**config.mk**
```make
export PLATFORM = sky130hd
export DESIGN_NAME = bin2bcd
export DESIGN_NICKNAME = d
export VERILOG_FILES = /design/src/rtl/bin2bcd_pkg.sv /design/src/rtl/bcd_digit_adj.sv /design/src/rtl/bin2bcd.sv
export SDC_FILE = /design/constraint.sdc
export NUM_CORES = 1
export LEC_CHECK = 0
export CAP_MARGIN = 5
export CORE_MARGIN = 10
export CORE_UTILIZATION = 50
export CTS_BUF_LIST = sky130_fd_sc_hd__clkbuf_4 sky130_fd_sc_hd__clkbuf_8
export DETAILED_ROUTE_END_ITERATION = 6
export PLACE_DENSITY = 0.75
export SLEW_MARGIN = 10
export SYNTH_ARGS = -nofsm -noshare
export SYNTH_HDL_FRONTEND = slang
export SYNTH_SLANG_ARGS = --single-unit
```
**constraint.sdc**
```tcl
create_clock -name clk -period 1.7 [get_ports clk]
set_clock_uncertainty 0.1 [all_clocks]
set_input_delay 0.34 -clock clk [delete_from_list [all_inputs] [get_ports clk]]
set_output_delay 0.34 -clock clk [all_outputs]
set_load 0.01 [all_outputs]
```
**src/rtl/bin2bcd_pkg.sv**
```systemverilog
// Shared constants and state encoding for the bin2bcd converter.
package bin2bcd_pkg;

  localparam int W_DEF      = 14;
  localparam int DIGITS_DEF = 4;
  localparam int STEPS      = 14;

  // Saturation limit used when BIN2BCD_OVF_EN is defined
  localparam int          SAT_DEC = 9999;
  localparam logic [15:0] SAT_BCD = 16'h9999;

  typedef enum logic [1:0] {
    IDLE  = 2'd0,
    SHIFT = 2'd1,
    DONE  = 2'd2
  } state_e;

endpackage

```
**src/rtl/bcd_digit_adj.sv**
```systemverilog
// Double-dabble digit correction: add 3 to a BCD digit that is 5 or more.
module bcd_digit_adj (
  input  logic [3:0] din,
  output logic [3:0] dout
);

  assign dout = (din >= 4'd5) ? din + 4'd3 : din;

endmodule

```
**src/rtl/bin2bcd.sv**
```systemverilog
// Sequential double-dabble binary-to-BCD converter (one bit per clock).
// Define BIN2BCD_OVF_EN to saturate inputs above 9999 and add the ovf output.
module bin2bcd
  import bin2bcd_pkg::*;
#(
  parameter int W      = W_DEF,
  parameter int DIGITS = DIGITS_DEF
) (
  input  logic         clk,
  input  logic         rst_n,
  input  logic         start,
  input  logic [W-1:0] bin,
  output logic         busy,
  output logic         done,
`ifdef BIN2BCD_OVF_EN
  output logic         ovf,
`endif
  output logic [15:0]  bcd
);

  state_e              state_q, state_d;
  logic [W-1:0]        sr_q, sr_d;
  logic [4*DIGITS-1:0] acc_q, acc_d;
  logic [3:0]          cnt_q, cnt_d;
  logic [15:0]         bcd_q, bcd_d;
  logic                done_q, done_d;
  logic [11:0]         adj_low;
`ifdef BIN2BCD_OVF_EN
  logic                ovf_in_q, ovf_in_d;
  logic                ovf_q, ovf_d;
`endif

  // The thousands digit is never corrected, so it shifts as plain binary
  for (genvar g = 0; g < 3; g++) begin : g_adj
    bcd_digit_adj u_adj (
      .din  (acc_q[4*g +: 4]),
      .dout (adj_low[4*g +: 4])
    );
  end

  always_comb begin
    state_d = state_q;
    sr_d    = sr_q;
    acc_d   = acc_q;
    cnt_d   = cnt_q;
    bcd_d   = bcd_q;
    done_d  = 1'b0;
`ifdef BIN2BCD_OVF_EN
    ovf_in_d = ovf_in_q;
    ovf_d    = ovf_q;
`endif
    case (state_q)
      IDLE: begin
        if (start) begin
          sr_d    = bin;
          acc_d   = '0;
          cnt_d   = '0;
          state_d = SHIFT;
`ifdef BIN2BCD_OVF_EN
          ovf_in_d = (bin > W'(SAT_DEC));
`endif
        end
      end
      SHIFT: begin
        acc_d = {acc_q[14:12], adj_low, sr_q[W-1]};
        sr_d  = {sr_q[W-2:0], 1'b0};
        cnt_d = cnt_q + 4'd1;
        if (cnt_q == 4'(STEPS - 1)) begin
          state_d = DONE;
        end
      end
      DONE: begin
`ifdef BIN2BCD_OVF_EN
        bcd_d = ovf_in_q ? SAT_BCD : acc_q;
        ovf_d = ovf_in_q;
`else
        bcd_d = acc_q;
`endif
        done_d  = 1'b1;
        state_d = IDLE;
      end
      default: state_d = IDLE;
    endcase
  end

  always_ff @(posedge clk) begin
    if (!rst_n) begin
      state_q <= IDLE;
      sr_q    <= '0;
      acc_q   <= '0;
      cnt_q   <= '0;
      bcd_q   <= '0;
      done_q  <= 1'b0;
`ifdef BIN2BCD_OVF_EN
      ovf_in_q <= 1'b0;
      ovf_q    <= 1'b0;
`endif
    end else begin
      state_q <= state_d;
      sr_q    <= sr_d;
      acc_q   <= acc_d;
      cnt_q   <= cnt_d;
      bcd_q   <= bcd_d;
      done_q  <= done_d;
`ifdef BIN2BCD_OVF_EN
      ovf_in_q <= ovf_in_d;
      ovf_q    <= ovf_d;
`endif
    end
  end

  assign busy = (state_q == SHIFT);
  assign done = done_q;
  assign bcd  = bcd_q;
`ifdef BIN2BCD_OVF_EN
  assign ovf  = ovf_q;
`endif

endmodule

```
## Word level (Yosys, flattened, before mapping)

Index checks and enable logic that the tools add are counted.

- Add/sub/neg operators: 4
- Multipliers: 0
- Divide/modulo/power cells: 0
- Magnitude comparators: 3
- Eq/ne operators: 5
- Shift operators: 0
- Muxes and demuxes: 13
- Bitwise logic cells: 0
- Reductions and logical operators: 4

Operators with widths:

| operator | number |
|---|---|
| $pmux W16 S2 | 1 |
| $pmux W14 S2 | 1 |
| $mux W16 | 1 |
| $mux W4 | 4 |
| $mux W14 | 1 |
| $add A4 B2 Y4 const B | 3 |
| $ge A4 B3 Y1 const B | 3 |
| $pmux W4 S2 | 1 |
| $add A4 B1 Y4 const B | 1 |
| $eq A4 B4 Y1 const B | 1 |
| $mux W2 | 2 |
| $pmux W2 S2 | 1 |
| $reduce_and A2 Y1 | 2 |
| $eq A2 B1 Y1 const B | 1 |
| $eq A2 B2 Y1 const B | 1 |
| $logic_not A2 Y1 | 1 |
| $ne A2 B1 Y1 const B | 1 |
| $ne A2 B2 Y1 const B | 1 |
| $reduce_bool A2 Y1 | 1 |
| $mux W1 | 1 |

- Register bits after elaboration: 53
- Bits in latches: 0
- RAM bits: 0
- Memory bits (read-only): 0
- Bits of input ports: 17
- Word-level logic and storage cells: 35
- Memories kept: 0

## Logic depth before layout (Yosys ltp)

Gate-level depths: netlist of run 1.

- Depth after elaboration: 3
- Gate-level depth with buffers: 6

## Hierarchy

From an unflattened synthesis of run 1, not the netlist that was laid out.

- Cells, all modules: 268
- Area, all modules: 2,373.5 sq um

By module, submodules not included:

| module | instances | cells each | area each (sq um) | seq. area each (sq um) |
|---|---|---|---|---|
| bin2bcd | 1 | 220 | 2,069.5 | 1,061.0 |
| bcd_digit_adj | 3 | 16 | 101.3 | 0.0 |

## Worst setup path before layout of run 1

No wires, ideal clock.

- Kind: reg-to-reg
- Start: reg acc_q[9]
- End: reg acc_q[10]
- Arrival: 1.432 ns
- Required time: 1.526 ns
- Setup slack: 0.094 ns
- Stages on the path, launching flop included: 7
- Path buffers: 0
- Period minus slack after synthesis: 1.606 ns
- Cell sequence: dfxtp_1 -> inv_1 -> ha_1 -> nand2b_1 -> a21oi_1 -> mux2_2 -> o21ai_0

- Longest elaborated chain between the ends: 3
- Elaborated cells on any way between the ends: 4
- Those cells by class: add/sub (1); order compare (1); mux (2)

Ends and longest elaborated chain:

| what | line | source |
|---|---|---|
| start: declaration | bin2bcd.sv:23 | `logic [4*DIGITS-1:0] acc_q, acc_d;` |
| start signal: assignment | bin2bcd.sv:90 | `acc_q <= '0;` |
| start signal: assignment | bin2bcd.sv:101 | `acc_q <= acc_d;` |
| $add A4 B2 Y4 / $ge A4 B3 Y1 (equally long branches) | bcd_digit_adj.sv:7 | `assign dout = (din >= 4'd5) ? din + 4'd3 : din;` |
| $mux W4 * | bcd_digit_adj.sv:7 |  |
| $pmux W16 S2 * | bin2bcd.sv:52 | `case (state_q)` |

Mark *: on every way between the ends. The rest lies on a longest branch, timed or not.
A chain may end at the register's enable or synchronous reset.

## Worst setup path in the final report of run 1

- Start: reg bcd_q[14], in the netlist bcd[14]
- End: out bcd[14]

RTL lines:

| what | line | source |
|---|---|---|
| start: declaration | bin2bcd.sv:25 | `logic [15:0] bcd_q, bcd_d;` |
| start signal: assignment | bin2bcd.sv:92 | `bcd_q <= '0;` |
| start signal: assignment | bin2bcd.sv:103 | `bcd_q <= bcd_d;` |
| end: declaration | bin2bcd.sv:18 | `output logic [15:0] bcd` |

No word-level cell between the ends.

==> impl_metrics.json, run 1 <==
{
  "status": "completed",
  "diodes": 0,
  "final_util_pct": 65.8,
  "drtPass1Iterations": 4,
  "worst_pin_slew_ns": 0.396,
  "finalSetupViolCount": 0,
  "cp.required_ns": 1.26,
  "root_buffer": "clkbuf_8",
  "initial_core_util_pct": 53.0,
  "crit_path_cell_trace": "clkdlybuf4s50_1",
  "cp_num_buf_inv": 1,
  "synth_area_leaders": "dfxtp_1 (45%), nand2_1 (8.3%), o21ai_0 (6.6%)",
  "ir_worst_vdd_v": 0.000477,
  "stdcell_count": 373,
  "syn_area_mm2": 0.00235,
  "htreeDepth": 2,
  "cp_max_fo": 2,
  "cts_tree": "done",
  "rsz0062_at_grt": "false",
  "cts.reportedPaths.clkPinSlew_ns": 0.09,
  "fillers": 387,
  "grt_max_degree": 26,
  "grt_pass1_vias": 1941,
  "async_flop_share_pct": 0,
  "cts_buffer_depth": 2,
  "maxCapViolations": 0,
  "via_per_inst": 5.31,
  "finalPower_mw": 2.18,
  "holdBufCountCts": 0,
  "power_leakage_nw": 1.06,
  "hold_viol": 0,
  "synth-seq-area-share_pct": 45.1,
  "num_vias": 1979,
  "io_buffers": 34,
  "finalMaxSlewViolations": 0,
  "fmax_ghz": 0.611,
  "critPathArrivalTime_ns": 1.20,
  "dpl.hpwl_um": 3850,
  "synth_common_cells": "dfxtp_1 (53), nand2_1 (52), o21ai_0 (31)",
  "clock_latency_ns": 0.30,
  "ys_types": 36,
  "drc": 0,
  "gp_congestion": 0.826,
  "crit_path_max_incr_delay_ns": 0.54,
  "die_h_um": 88.6,
  "period_minus_slack_ns": 1.64,
  "antenna_found_initial": 0,
  "drt_iter0_drc": 103,
  "cp-start-kind": "flop",
  "rows": 24,
  "core_mm2": 0.00444,
  "crit_type": "flop to output port",
  "io_pins": 35,
  "synth.most_common_cell": "dfxtp_1",
  "syn-num-nets": 301,
  "ant_nets": 0,
  "finalCritPeriodShare_pct": 96.3,
  "worstRegToRegCells": 6,
  "wire_per_inst_um": 14.1,
  "slew_headroom_pct": 73.6,
  "grt_pass1_wl_um": 9030,
  "syn_to_final_growth_pct": 24.2,
  "dp_cells": 367,
  "worst-path-stages": 1,
  "end_kind": "output port",
  "cts_sinks": 53,
  "cp_top_family": "buffers and inverters",
  "postSynthCellCount": 276,
  "ys_ff_latch": 53,
  "cp_slowest_cell": "clkdlybuf4s50_1",
  "hold_path.class": "flop to flop",
  "hold_depth": 2,
  "yosysWarnings": 0,
  "ys.flop_type": "dfxtp_1",
  "drive_gt1_share_pct": 15.3,
  "synth_top_cell_by_area": "dfxtp_1",
  "nets": 347,
  "dieArea_mm2": 0.00785,
  "yosysTopAreaCellShare_pct": 45.1,
  "globalRouteOverflowTotal": 0,
  "avgSynthCellArea_um2": 8.53,
  "cts_inserted_buffers": 5,
  "die_w_um": 88.6,
  "synth-edff-count": 0,
  "power_density_mw_per_mm2": 747,
  "grt.total_usage_pct": 14.2,
  "wl_um": 5270
}
[layer usage]
layer | global-route usage (%) | part of all wire, % | routed length, um
met5 | 0 | 0 | 0
met4 | 3.82 | 1.1 | 57
met3 | 3.22 | 4.8 | 255
met2 | 23.6 | 47 | 2480
met1 | 18.0 | 47 | 2470
[sequential cells by signal, summed over array words and instances, names as in the netlist]
name,flops
acc_q,16
bcd,16
cnt_q,4
done,1
sr_q,14
state_q,2
[final timing paths]
path                               start        to  slack [ns]
worst max-delay path             bcd[14]   bcd[14]        0.06
worst min-delay path              bcd[1]    bcd[1]        0.36
worst max register to register  acc_q[1]  acc_q[2]        0.08
worst min register to register    bcd[1]    bcd[1]        0.36
[repair_timing]
| item | in CTS | in global routing |
|---|---|---|
| resized for setup | 2 | 6 |
| endpoints found under the setup margin | 2 | 3 |
| cloned | 0 | 0 |
| buffers inserted | 0 | 0 |
[where the power goes]
group / switching [mW] / internal, mW
Combinational: 0.108 / 0.116
Clock: 0.393 / 0.272
Sequential: 0.0203 / 1.27
[metrics by stage]
step           setup slack [ns]  cell area [um2]  hold WS [ns]  setup TNS [ns]
2_1_floorplan            0.0936             2350         0.330               0
3_3_place_gp            -0.0421             2830         0.343          -0.219
3_5_place_dp            -0.0554             2830         0.347          -0.599
4_1_cts                  0.0284             2910         0.358               0
5_1_grt                 0.00950             2920         0.375               0
6_report                 0.0632             2920         0.355               0
[area by class of cell]
cell class                      count  area [um2]  area share [%]
Clock buffer                        5        68.8            2.35
Timing Repair Buffer               55         497            17.0
Clock inverter                      1        5.00           0.171
Inverter                           11        41.3            1.41
Tap cell                           52        65.1            2.23
Sequential cell                    53        1060            36.4
Multi-Input combinational cell    196        1180            40.4
[cell usage in the layout, fill, tap and decap left out, types with 2 or more instances in the layout]
cell type        count
nor2_1              10
clkdlybuf4s50_1     33
nand3_1              6
xor2_1               3
buf_4               21
nor2b_1              6
ha_1                 7
a21boi_1            10
a21boi_0             9
o31ai_2              3
xnor2_1              3
a21oi_1             12
o21ai_0             31
nor3_1               4
clkbuf_8             5
and2_1               2
mux2_2               4
o22ai_1              6
dfxtp_1             50
nand2_1             52
inv_2                3
nor3b_1              2
inv_1                8
a21oi_2              3
nand2b_1             3
dfxtp_2              3
a22oi_1              6
a22o_1               4
[kinds of logic (layout without fill, tap and decap cells)]
logic type,Yosys count,in the layout,share of synthesized area [%]
AO/OA/AOI/OAI,87,87,23.5
multiplexers,4,4,1.91
adder cells (fa/ha/maj),8,8,4.25
buffers and inverters,27,72,5.32
XOR/XNOR,6,6,2.23
flip-flops,53,53,45.1
AND/OR/NAND/NOR,91,91,17.7
Power figures use the tool's default switching activity.
==> inputs of run 2 (changes only) <==
--- a/config.mk
+++ b/config.mk
@@ -7,10 +7,10 @@
 export LEC_CHECK = 0
 export CAP_MARGIN = 5
 export CORE_MARGIN = 10
-export CORE_UTILIZATION = 50
+export CORE_UTILIZATION = 56
 export CTS_BUF_LIST = sky130_fd_sc_hd__clkbuf_4 sky130_fd_sc_hd__clkbuf_8
 export DETAILED_ROUTE_END_ITERATION = 6
-export PLACE_DENSITY = 0.75
+export PLACE_DENSITY = 0.8
 export SLEW_MARGIN = 10
 export SYNTH_ARGS = -nofsm -noshare
 export SYNTH_HDL_FRONTEND = slang
==> constraint.sdc (replaced) <==
create_clock -name clk -period 1.6 [get_ports clk]
set_clock_uncertainty 0.1 [all_clocks]
set_input_delay 0.32 -clock clk [delete_from_list [all_inputs] [get_ports clk]]
set_output_delay 0.32 -clock clk [all_outputs]
set_load 0.01 [all_outputs]
==> run 2 against run 1 <==
Non-clock buffer count rose by 6. Final cell count rose by 1.3%. Core utilization increased by 9.0 points. Critical endpoint is now acc_q[2]. Die area decreased by 8.3%. Clock-buffer cell count up 2. Critical path depth is 5 higher. Sequential cell count did not move. Worst setup slack better by 0.011 ns. Largest cell class unchanged. Hold slack worse by 0.0049 ns. Register-to-register slack hardly changed. Via count increased by 2.3%.
==> impl_metrics.json, run 2 (synthesis gave the netlist of run 1 again) <==
{
  "status": "completed",
  "hold_viol": 0,
  "met2_usage_pct": 24.1,
  "rows": 23,
  "gp_congestion": 0.838,
  "period_minus_slack_ns": 1.53,
  "switching_share_pct": 22.5,
  "end_kind": "flop",
  "p_switching_uw": 535,
  "setup_ws_ns": 0.0741,
  "hold_path.class": "flop to flop",
  "dp_cells": 371,
  "drt_iter0_drc": 168,
  "die_w_um": 84.8,
  "antenna_found_initial": 0,
  "dieArea_mm2": 0.00720,
  "fillers": 311,
  "crit_type": "flop to flop",
  "grtUsageMet3_pct": 4.21,
  "io_buffers": 34,
  "nets": 353,
  "diodes": 0,
  "wire_per_inst_um": 14.0,
  "htreeDepth": 2,
  "wl_um": 5290,
  "maxCapViolations": 0,
  "cts_tree": "done",
  "cts_buffer_depth": 2,
  "cts.reportedPaths.clkPinSlew_ns": 0.09,
  "ir_worst_vdd_v": 0.000581,
  "cp_slowest_cell": "dfxtp_2",
  "p_seq_share_pct": 57.8,
  "drtPass1Iterations": 4,
  "regArea_mm2": 0.00107,
  "grt.total_usage_pct": 14.8,
  "crit_path_cell_trace": "inv_1 -> ha_1 -> nand2b_1 -> a21oi_2 -> mux2_4 -> o21ai_2",
  "cts_sinks": 53,
  "drive_gt1_share_pct": 18.6,
  "fin_hold_ws_ns": 0.350,
  "intPower_mw": 1.84,
  "cp_max_fo": 4,
  "dp_slack_ns": -0.127,
  "initial_core_util_pct": 58.4,
  "die_h_um": 84.8,
  "ant_nets": 0,
  "cp.required_ns": 1.74,
  "grt_pass1_vias": 1969,
  "multi_input_area_mm2": 0.00119,
  "fmax_ghz": 0.655,
  "dpl.hpwl_um": 3860,
  "slew_headroom_pct": 75.9,
  "cp-start-kind": "flop",
  "cp_top_family": "flip-flops",
  "grt_pass1_wl_um": 9180,
  "worst_pin_slew_ns": 0.360,
  "stdcell_count": 378,
  "io_pins": 35,
  "critPathArrivalTime_ns": 1.67,
  "power_density_mw_per_mm2": 790,
  "via_per_inst": 5.36,
  "finalSetupViolCount": 0,
  "p_comb_share_pct": 10.4,
  "root_buffer": "clkbuf_8",
  "clock_latency_ns": 0.30,
  "core_mm2": 0.00403,
  "globalRouteOverflowTotal": 0,
  "syn_to_final_growth_pct": 27.9,
  "finalMaxSlewViolations": 0,
  "power_leakage_nw": 1.28,
  "cts_inserted_buffers": 5,
  "finalCritPeriodShare_pct": 95.4,
  "cp_num_buf_inv": 1,
  "grt-busiest-layer": "met2",
  "num_vias": 2025,
  "post_cts_buffers": 0,
  "met1_usage_pct": 18.5,
  "power.share.clock_pct": 31.8,
  "final_cell_mix": "nand2_1 (52), dfxtp_1 (48), o21ai_0 (27), buf_4 (26), clkdlybuf4s50_1 (16)",
  "layout_commonest_cell": "nand2_1",
  "drc": 0,
  "grt_max_degree": 22,
  "rsz0062_at_grt": "true",
  "crit_path_max_incr_delay_ns": 0.36
}
-- run 2: cell count changes in the layout (fill, tap and decap cells not counted), moves of 3 or more --
cell             change
dlygate4sd2_1       +11
clkdlybuf4s50_1     -17
dlymetal6s2s_1       +6
buf_4                +5
o21ai_0              -4
o21ai_1              +3
-- run 2: layout make-up --
type,count,area share (%)
sequential,53,35.5
timing repair buffer,61,18.5
inverter,11,1.37
clock buffer,7,2.99
multi-input combinational,196,39.7
tap,50,2.08
-- run 2: through the flow --
step	cell area (um2)	power [mW]	setup TNS (ns)	util, %
6_report	3010	2.38	0	74.7
5_1_grt	3010	2.48	-0.0111	74.7
4_1_cts	2980	2.39	0	73.9
3_5_place_dp	2900	1.65	-1.69	72.0
3_3_place_gp	2900	1.65	-1.36	72.0
2_1_floorplan	2360	1.54	0	-
-- run 2: worst paths after layout --
check | end | startpoint | cells past startpoint | slack (ns)
worst max-delay path | acc_q[2] | acc_q[1] | 6 | 0.07
worst min-delay path | bcd[5] | bcd[5] | 2 | 0.35
worst max register to register | acc_q[2] | acc_q[1] | 6 | 0.07
worst min register to register | bcd[5] | bcd[5] | 2 | 0.35
-- run 2: metal layers --
| metal | vias to the layer above | routed length [um] |
|---|---|---|
| met5 | - | 0 |
| met3 | 6 | 262 |
| met2 | 35 | 2530 |
| met4 | 0 | 50 |
| li1 | 1038 | - |
| met1 | 946 | 2450 |
-- run 2: worst reg2reg max path, delay by kind of cell (launching register included) --
kind | cells | cell delay (ns)
AOI/OAI and AO/OA | 2 | 0.29
adders and majority gates | 1 | 0.17
buffers and inverters | 1 | 0.07
DFF | 1 | 0.36
muxes | 1 | 0.32
and+or+nand+nor | 1 | 0.16
-- run 2: what timing repair did --
action | 4_1_cts | 5_1_grt
endpoints found under the setup margin | 13 | 9
cloned | 0 | 0
hold buffers | 0 | 0
resized for setup | 14 | 18
pin swaps | 0 | 1
-- run 2: power by group through the flow --
stage / Clock (mW) / Combinational (mW) / Sequential [mW]
after floorplan: 0 / 0.137 / 1.40
after global placement: 0 / 0.241 / 1.40
after detailed placement: 0 / 0.246 / 1.40
after CTS: 0.772 / 0.247 / 1.37
after global routing: 0.824 / 0.274 / 1.38
final: 0.757 / 0.248 / 1.37
